==> src/rtl/mac_requant_int8.sv <==
// mac_requant_int8
//   Streaming int8 multiply-accumulate with requantisation to int8.
//   Accumulates N_TAPS signed act*wgt products plus a per-kernel bias.
//   The sum is then rounded (half toward +inf), arithmetically right-shifted
//   by SHIFT and saturated to [-128,127]. The result is presented on a
//   valid/ready output that feeds a ReLU stage directly.
//
// Ports
//   clk        rising-edge clock
//   reset      asynchronous active-low reset
//   flush      synchronous abort of the partially accumulated kernel
//   in_valid   input beat valid
//   in_ready   input beat accepted when in_valid && in_ready (combinational)
//   in_act     signed 8-bit activation
//   in_wgt     signed 8-bit weight
//   in_bias    signed 16-bit bias, sampled on the first beat of a kernel only
//   out_valid  result valid
//   out_ready  downstream accepts result
//   out_data   signed saturated 8-bit result
//   busy       high while a kernel is partially accumulated
module mac_requant_int8 #(
  parameter int unsigned N_TAPS = 9,
  parameter int unsigned ACC_W  = 24,
  parameter int unsigned SHIFT  = 7
) (
  input  logic        clk,
  input  logic        reset,
  input  logic        flush,
  input  logic        in_valid,
  output logic        in_ready,
  input  logic [7:0]  in_act,
  input  logic [7:0]  in_wgt,
  input  logic [15:0] in_bias,
  output logic        out_valid,
  input  logic        out_ready,
  output logic [7:0]  out_data,
  output logic        busy
);

  localparam int unsigned      TAP_W    = (N_TAPS > 1) ? $clog2(N_TAPS) : 1;
  localparam logic [TAP_W-1:0] LAST_TAP = TAP_W'(N_TAPS - 1);
  localparam int unsigned      RND_POS  = (SHIFT == 0) ? 0 : SHIFT - 1;
  localparam logic [ACC_W-1:0] RND      = (SHIFT == 0) ? '0 : (ACC_W'(1) << RND_POS);

  typedef enum logic {
    ST_ACC,
    ST_HOLD
  } state_t;

  state_t             state_q, state_d;
  logic [TAP_W-1:0]   tap_q, tap_d;
  logic [ACC_W-1:0]   acc_q, acc_d;
  logic [7:0]         data_q, data_d;

  logic signed [15:0] prod;
  logic [ACC_W-1:0]   prod_ext;
  logic [ACC_W-1:0]   bias_ext;
  logic [ACC_W-1:0]   acc_base;
  logic [ACC_W-1:0]   acc_next;
  logic [ACC_W-1:0]   acc_rnd;
  logic [ACC_W-1:0]   acc_shr;
  logic [ACC_W-8:0]   shr_upper;
  logic               in_range;
  logic [7:0]         sat8;
  logic               accept;
  logic               last_beat;

  assign prod     = $signed(in_act) * $signed(in_wgt);
  assign prod_ext = {{(ACC_W-16){prod[15]}}, prod};
  assign bias_ext = {{(ACC_W-16){in_bias[15]}}, in_bias};

  // The first beat of a kernel starts from the bias instead of the stale accumulator.
  assign acc_base = (tap_q == '0) ? bias_ext : acc_q;
  assign acc_next = acc_base + prod_ext;
  assign acc_rnd  = acc_next + RND;
  assign acc_shr  = ACC_W'($signed(acc_rnd) >>> SHIFT);

  // Value fits in int8 iff all bits from bit 7 upward equal the sign.
  assign shr_upper = acc_shr[ACC_W-1:7];
  assign in_range  = (&shr_upper) | ~(|shr_upper);
  assign sat8      = in_range ? acc_shr[7:0] : (acc_shr[ACC_W-1] ? 8'h80 : 8'h7F);

  assign in_ready  = ~flush & ((state_q == ST_ACC) | out_ready);
  assign accept    = in_valid & in_ready;
  assign last_beat = accept & (tap_q == LAST_TAP);

  always_comb begin
    state_d = state_q;
    tap_d   = tap_q;
    acc_d   = acc_q;
    data_d  = data_q;

    // Drain first; a final beat in the same cycle overrides back into HOLD.
    if (state_q == ST_HOLD && out_ready) begin
      state_d = ST_ACC;
    end

    if (flush) begin
      tap_d = '0;
      acc_d = '0;
    end else if (accept) begin
      if (last_beat) begin
        data_d  = sat8;
        tap_d   = '0;
        state_d = ST_HOLD;
      end else begin
        acc_d = acc_next;
        tap_d = tap_q + TAP_W'(1);
      end
    end
  end

  always_ff @(posedge clk or negedge reset) begin
    if (!reset) begin
      state_q <= ST_ACC;
      tap_q   <= '0;
      acc_q   <= '0;
      data_q  <= '0;
    end else begin
      state_q <= state_d;
      tap_q   <= tap_d;
      acc_q   <= acc_d;
      data_q  <= data_d;
    end
  end

  assign out_valid = (state_q == ST_HOLD);
  assign out_data  = data_q;
  assign busy      = (tap_q != '0);

endmodule
==> config.mk <==
export PLATFORM = sky130hd
export DESIGN_NAME = mac_requant_int8
export DESIGN_NICKNAME = d
export VERILOG_FILES = /design/src/rtl/mac_requant_int8.sv
export SDC_FILE = /design/constraint.sdc
export NUM_CORES = 1
export LEC_CHECK = 0
export CAP_MARGIN = 10
export CELL_PAD_IN_SITES_DETAIL_PLACEMENT = 1
export CELL_PAD_IN_SITES_GLOBAL_PLACEMENT = 1
export CORE_UTILIZATION = 35
export DETAILED_ROUTE_END_ITERATION = 7
export PLACE_DENSITY = 0.69
export SLEW_MARGIN = 15
export SYNTH_ARGS = -nofsm -noshare
export SYNTH_HDL_FRONTEND = slang
export SYNTH_SLANG_ARGS = --single-unit
==> constraint.sdc <==
create_clock -name clk -period 11.85 [get_ports clk]
set_input_delay 2.37 -clock clk [delete_from_list [all_inputs] [get_ports clk]]
set_output_delay 2.37 -clock clk [all_outputs]
set_load 0.03 [all_outputs]
==> results.md, run 1 <==
* CP endpoint kind: register
* Worst slew pin tran at 921 ps
* # setup viols final at 0
* Worst-path clk slew at ~60 ps
* Dominant synthesized flop cell: dfrtp_1
* Post-CTS setup buffer count at 0
* Post-synthesis register bit count at 37
* Slowest stage delay, CP at 580 ps
* CTS Hold Buffers Added at 0
* Routed Antenna Nets at 0
* Later-pin clock latency in the skew report at just under 300 ps
* DR vias/cell at between 5 and 6
* Worst Path Max Fanout at 8
* Period utilization at 0.865
* Initial antenna violation count at 0
* Clk_skew at roughly 7.3 ps
* Vias in the first global route at around 5800
* Async S/R FF share, synth at 1.00
* Multi-input combinational cell area at approximately 4700 sq um
* Setup_tns at 0 ps
* Nets@finish at roughly 900
* Resize count post-CTS at 0
* Routed via count at ~5300
* Max Buffers Root-to-Sink at 2
* Worst slew margin at 0.385
* Endpoint, Worst Hold: acc_q[18]
* Buffers on Ports at 47
* Most frequent cells in the layout: inv_1 (101), nand2_1 (99), fa_1 (56)
* Area grow syn2layout at 13.7%
* Crit Path Class: in -> reg
* Core Box Area at about 17000 sq um
* WP buf/inv at 5
* I/O pin cnt at 48
* Hold path cells at 2
* WP data required at approximately 12000 ps
* Synth Instances at between 700 and 800
* Chip width at between 100 and 150 um
* Reg2reg setup slack at around 5400 ps
* CTS tree: yes
* Critical path data arrival time at between 10000 and 15000 ps
* Endpoints failing hold at 0
* Worst hold slack at around 500 ps
* Pin count of the biggest net entering global routing at 38
* Max Clk Rate at between 90 and 100 MHz
* GP Congestion at ~0.88
* Reg2reg path depth at 21
* Clk Tree Root Cell: clkbuf_16
* Register area at 926 sq um
* Commonest non-fill, non-tap cell in the layout: inv_1
* RSZ-0062 raised after global routing: no
* Class of the worst hold path: reg -> reg
* Post-layout min period at 10250 ps
* Crit-path slowest cell: a2111oi_0
* DP HPWL at approximately 14 mm
* Net count after synthesis at approximately 900
* Num CTS Buffers at 5
* HP Start: acc_q[18]
* CP startpoint: in_act[3]
* FILL cells at roughly 2100
* Die Ht at roughly 130 um
* Yosys warns at 0
* Initial Util at 0.363
* H-tree Lvls at 2
* Instance count on the critical path at 28
* Antenna Cells at 0
* Grt ovf at 0
* Final WL at 16.4 mm
* WL/cell at approximately 17 um
* Number of remaining DRC errors at 0
* Layout cells sized above 1 at 0.0427
* Initial DRC Count at 212
* Post-synth EDFFs at 0
* Largest delay share family, worst path: adder cells
* First-pass GRT wire length at 28.8 mm
* Drt pass-1 iters at 4
* Distinct cells, synth at 75
* Critical R2R Capture: out_data[6]
* Syn_area_per_cell at about 8.3 sq um
* Outcome: completed
* Final core utilization at 0.413
* Slew Viols, Final at 0
* Worst R2R Start: tap_q[0]
* DIE AREA at between 15000 and 20000 sq um
* GRT Total Usage at 0.200
* Post-Syn Area at 6090 sq um
* Seq/Total Area, Yosys at 0.152
* Total of max-cap violations at 0
* Startpoint Class: input port
* Num Clock Sinks at 37
* # rows at 47
## sequential cells by signal, indices dropped and copies added, names as in the netlist
name / flops
out_data: 8
tap_q: 4
out_valid: 1
acc_q: 24
## worst max-delay path by stage
stage          slack, ps     endpoint
3_5_place_dp        1280  out_data[3]
6_report            1600  out_data[6]
5_1_grt             1010  out_data[4]
2_1_floorplan       2910  out_data[6]
3_3_place_gp        1520  out_data[6]
4_1_cts             1560  out_data[3]
## tightest hold or removal path: cells and delay by family (launching register included)
kind	cells	cell delay, ps
flip-flops	1	350
AND/OR/NAND/NOR	1	50
AO/OA/AOI/OAI	1	60
## cell usage after synthesis (3+ instances only)
cell type  count  share of area
and4_1         3         0.0043
o2111ai_1      3         0.0043
fa_1          56           0.18
a211oi_1       7         0.0086
ha_1          53           0.11
o21ai_0       21          0.017
xnor2_1       29          0.042
and2_1        48          0.049
nor3_1         4         0.0033
a21o_1        17          0.021
or3_1          3         0.0031
inv_1        101          0.062
nor2b_1       11          0.011
a22oi_1        9          0.011
xor2_1        17          0.024
dfrtp_1       37           0.15
mux2i_1        3         0.0049
a22o_1        16          0.023
o21ai_1       10         0.0082
nand3_1       11         0.0090
o21bai_1       7         0.0086
a31oi_1        6         0.0062
and3_1         5         0.0051
a21oi_1       41          0.034
o21a_1         6         0.0074
nand2b_1       3         0.0031
clkbuf_1      10         0.0062
nand4_1        4         0.0041
o31ai_1        4         0.0049
nor2_1        31          0.019
nand2_1       99          0.061
## stage by stage
step	setup slack [ps]	cell area, sq um	instances
after detailed placement	1280	6780	984
after floorplan	2910	6090	729
after global routing	1010	6920	992
after CTS	1560	6920	992
after global placement	1520	6780	984
final	1600	6920	992
## kinds of logic (layout without fill, tap and decap cells)
family / after synthesis / after routing / synth area share
and+or+nand+nor: 237 / 237 / 0.196
DFF: 37 / 37 / 0.152
buffers and inverters: 118 / 161 / 0.0755
muxes: 4 / 4 / 0.00678
xor gates and xnor gates: 48 / 48 / 0.0734
AOI/OAI and AO/OA: 176 / 176 / 0.204
adders and majority gates: 109 / 109 / 0.293
## layout make-up
type                    instances  area share
multi-input cells             574       0.680
flip-flops and latches         37       0.134
repair buffers                 49      0.0695
inverters                     104      0.0568
well taps                     220      0.0398
clock buffers                   5      0.0181
clock inverters                 3     0.00253
## metal layers
layer,wire (um),GRT usage,vias up,part of all wire
met1,7720,0.264,2695,0.47
met3,183,0.0227,13,0.011
li1,-,-,2535,-
met2,8290,0.350,39,0.50
met4,226,0.0391,0,0.014
met5,0,0,-,0
Power of run 1 is not shown: default switching activity piles up to over one toggle a cycle in this logic, so the estimate is an artifact.
==> run 2, diff against run 1 <==
CORE_ASPECT_RATIO = 1.25   (was not set)
==> results.md, run 2 (same netlist as run 1, synthesis figures left out) <==
* Outcome: completed
* First-pass GRT wire length at 29.2 mm (+1.2%)
* Final WL at 17.0 mm (+3.3%)
* WL/cell at 17.1 um (+3.4%)
* Pin count of the biggest net entering global routing at 38 (unchanged)
* Post-CTS setup buffer count at 0 (unchanged)
* GRT Total Usage at 0.202 (+0.00266)
* CTS Hold Buffers Added at 0 (unchanged)
* Slew Viols, Final at 0 (unchanged)
* Num CTS Buffers at 5 (unchanged)
* # rows at 53 (+13%)
* Endpoints failing hold at 0 (unchanged)
* Slowest stage delay, CP at 690 ps (+110 ps)
* Num Clock Sinks at 37 (unchanged)
* Routed Antenna Nets at 0 (unchanged)
* Initial DRC Count at 150 (-29%)
* Initial antenna violation count at 0 (unchanged)
* Total of max-cap violations at 0 (unchanged)
* Vias in the first global route at 5950 (+3.0%)
* GP Congestion at 0.862 (-2.4%)
* Grt ovf at 0 (unchanged)
* Commonest non-fill, non-tap cell in the layout: inv_1
* Clk Tree Root Cell: clkbuf_16
* Die Ht at 149 um (+12%)
* CP endpoint kind: register
* Class of the worst hold path: reg -> reg
* Area grow syn2layout at 13.7% (unchanged)
* Number of remaining DRC errors at 0 (unchanged)
* Reg2reg setup slack at 5520 ps (+90 ps)
* Critical R2R Capture: out_data[2]
* Routed via count at 5258 (-0.45%)
* Crit Path Class: in -> reg
* Initial Util at 0.360 (-0.00322)
* # setup viols final at 0 (unchanged)
* Worst Path Max Fanout at 9 (+1)
* Nets@finish at 916 (-0.11%)
* Clk_skew at 4.81 ps (-2.53 ps)
* Post-layout min period at 10370 ps (+115 ps)
* Antenna Cells at 0 (unchanged)
* Multi-input combinational cell area at 4700 sq um (about the same)
* Worst-path clk slew at 60 ps (about the same)
* Worst slew margin at 0.386 (about the same)
* DP HPWL at 14.1 mm (+2.8%)
* Period utilization at 0.875 (+0.00973)
* Register area at 926 sq um (unchanged)
* H-tree Lvls at 2 (unchanged)
* Max Clk Rate at 96.5 MHz (-1.1%)
* Layout cells sized above 1 at 0.0428 (+0.0000554)
* Top reg by flops: acc_q
* Reg2reg path depth at 21 (unchanged)
* Startpoint Class: input port
* DR vias/cell at 5.31 (-0.35%)
* CTS tree: yes
* Buffers on Ports at 47 (unchanged)
* CP startpoint: in_wgt[7]
* Critical path data arrival time at 10520 ps (+130 ps)
* WP data required at 12000 ps (about the same)
* Worst slew pin tran at 920 ps (-0.555 ps)
* Crit-path slowest cell: clkdlybuf4s50_1
* CP most frequent cell: fa_1
* Drt pass-1 iters at 4 (unchanged)
* Max reg flops at 24 (unchanged)
* RSZ-0062 raised after global routing: no
* Later-pin clock latency in the skew report at 290 ps (about the same)
* Core Box Area at 16900 sq um (+0.90%)
* Setup crit end: out_data[2]
* Setup_tns at 0 ps (unchanged)
* Max Buffers Root-to-Sink at 2 (unchanged)
* FILL cells at 2022 (-1.7%)
* Worst R2R Start: tap_q[0]
* DIE AREA at 17900 sq um (about the same)
* Resize count post-CTS at 0 (unchanged)
* Most frequent cells in the layout: inv_1 (101), nand2_1 (99), fa_1 (56)
* I/O pin cnt at 48 (unchanged)
* Chip width at 120 um (-10%)
[run 2: cell count changes in the layout (fill, tap and decap cells not counted)]
cell	previous run	this run
clkinv_4	0	2
buf_4	2	1
clkinv_2	2	1
nor2_1	31	30
nor2_2	0	1
clkinvlp_4	1	0
[run 2: critical path, delay by kind of cell]
kind            cells  cell delay (ps)
compound gates      7             2040
xor+xnor            3              880
fa+ha+maj           6             2880
buf+inv             4              850
simple gates        7             1460
[run 2: worst min-delay path by stage]
stage | end | cells past startpoint | startpoint
global placement | acc_q[4] | 2 | acc_q[4]
floorplan | acc_q[3] | 2 | acc_q[3]
global route | out_data[7] | 2 | out_data[7]
detailed placement | acc_q[10] | 2 | acc_q[10]
CTS | acc_q[10] | 2 | acc_q[10]
finish | acc_q[4] | 2 | acc_q[4]
[run 2: layout make-up]
cell class	instances	area share
tap	220	0.0398
inverter	104	0.0568
clock inverter	3	0.00326
multi-input combinational	574	0.680
timing repair buffer	48	0.0684
sequential	37	0.134
clock buffer	5	0.0181
[run 2: stage by stage]
stage                     setup slack [ps]  instances  utilization  hold slack, ps  area, sq um
after floorplan                       2910        729            -             448         6090
after global placement                1310        983        0.400             464         6770
after detailed placement              1100        983        0.400             477         6770
after CTS                             1390        991        0.409             492         6920
after global routing                   893        991        0.409             520         6920
final                                 1480        991        0.409             485         6920
[run 2: metal layers]
metal / vias up / wire (um) / GRT usage
li1: 2542 / - / -
met1: 2627 / 7090 / 0.233
met2: 65 / 9270 / 0.395
met3: 24 / 329 / 0.0175
met4: 0 / 278 / 0.0506
met5: - / 0 / 0
Power of run 2 is left out for the same reason.
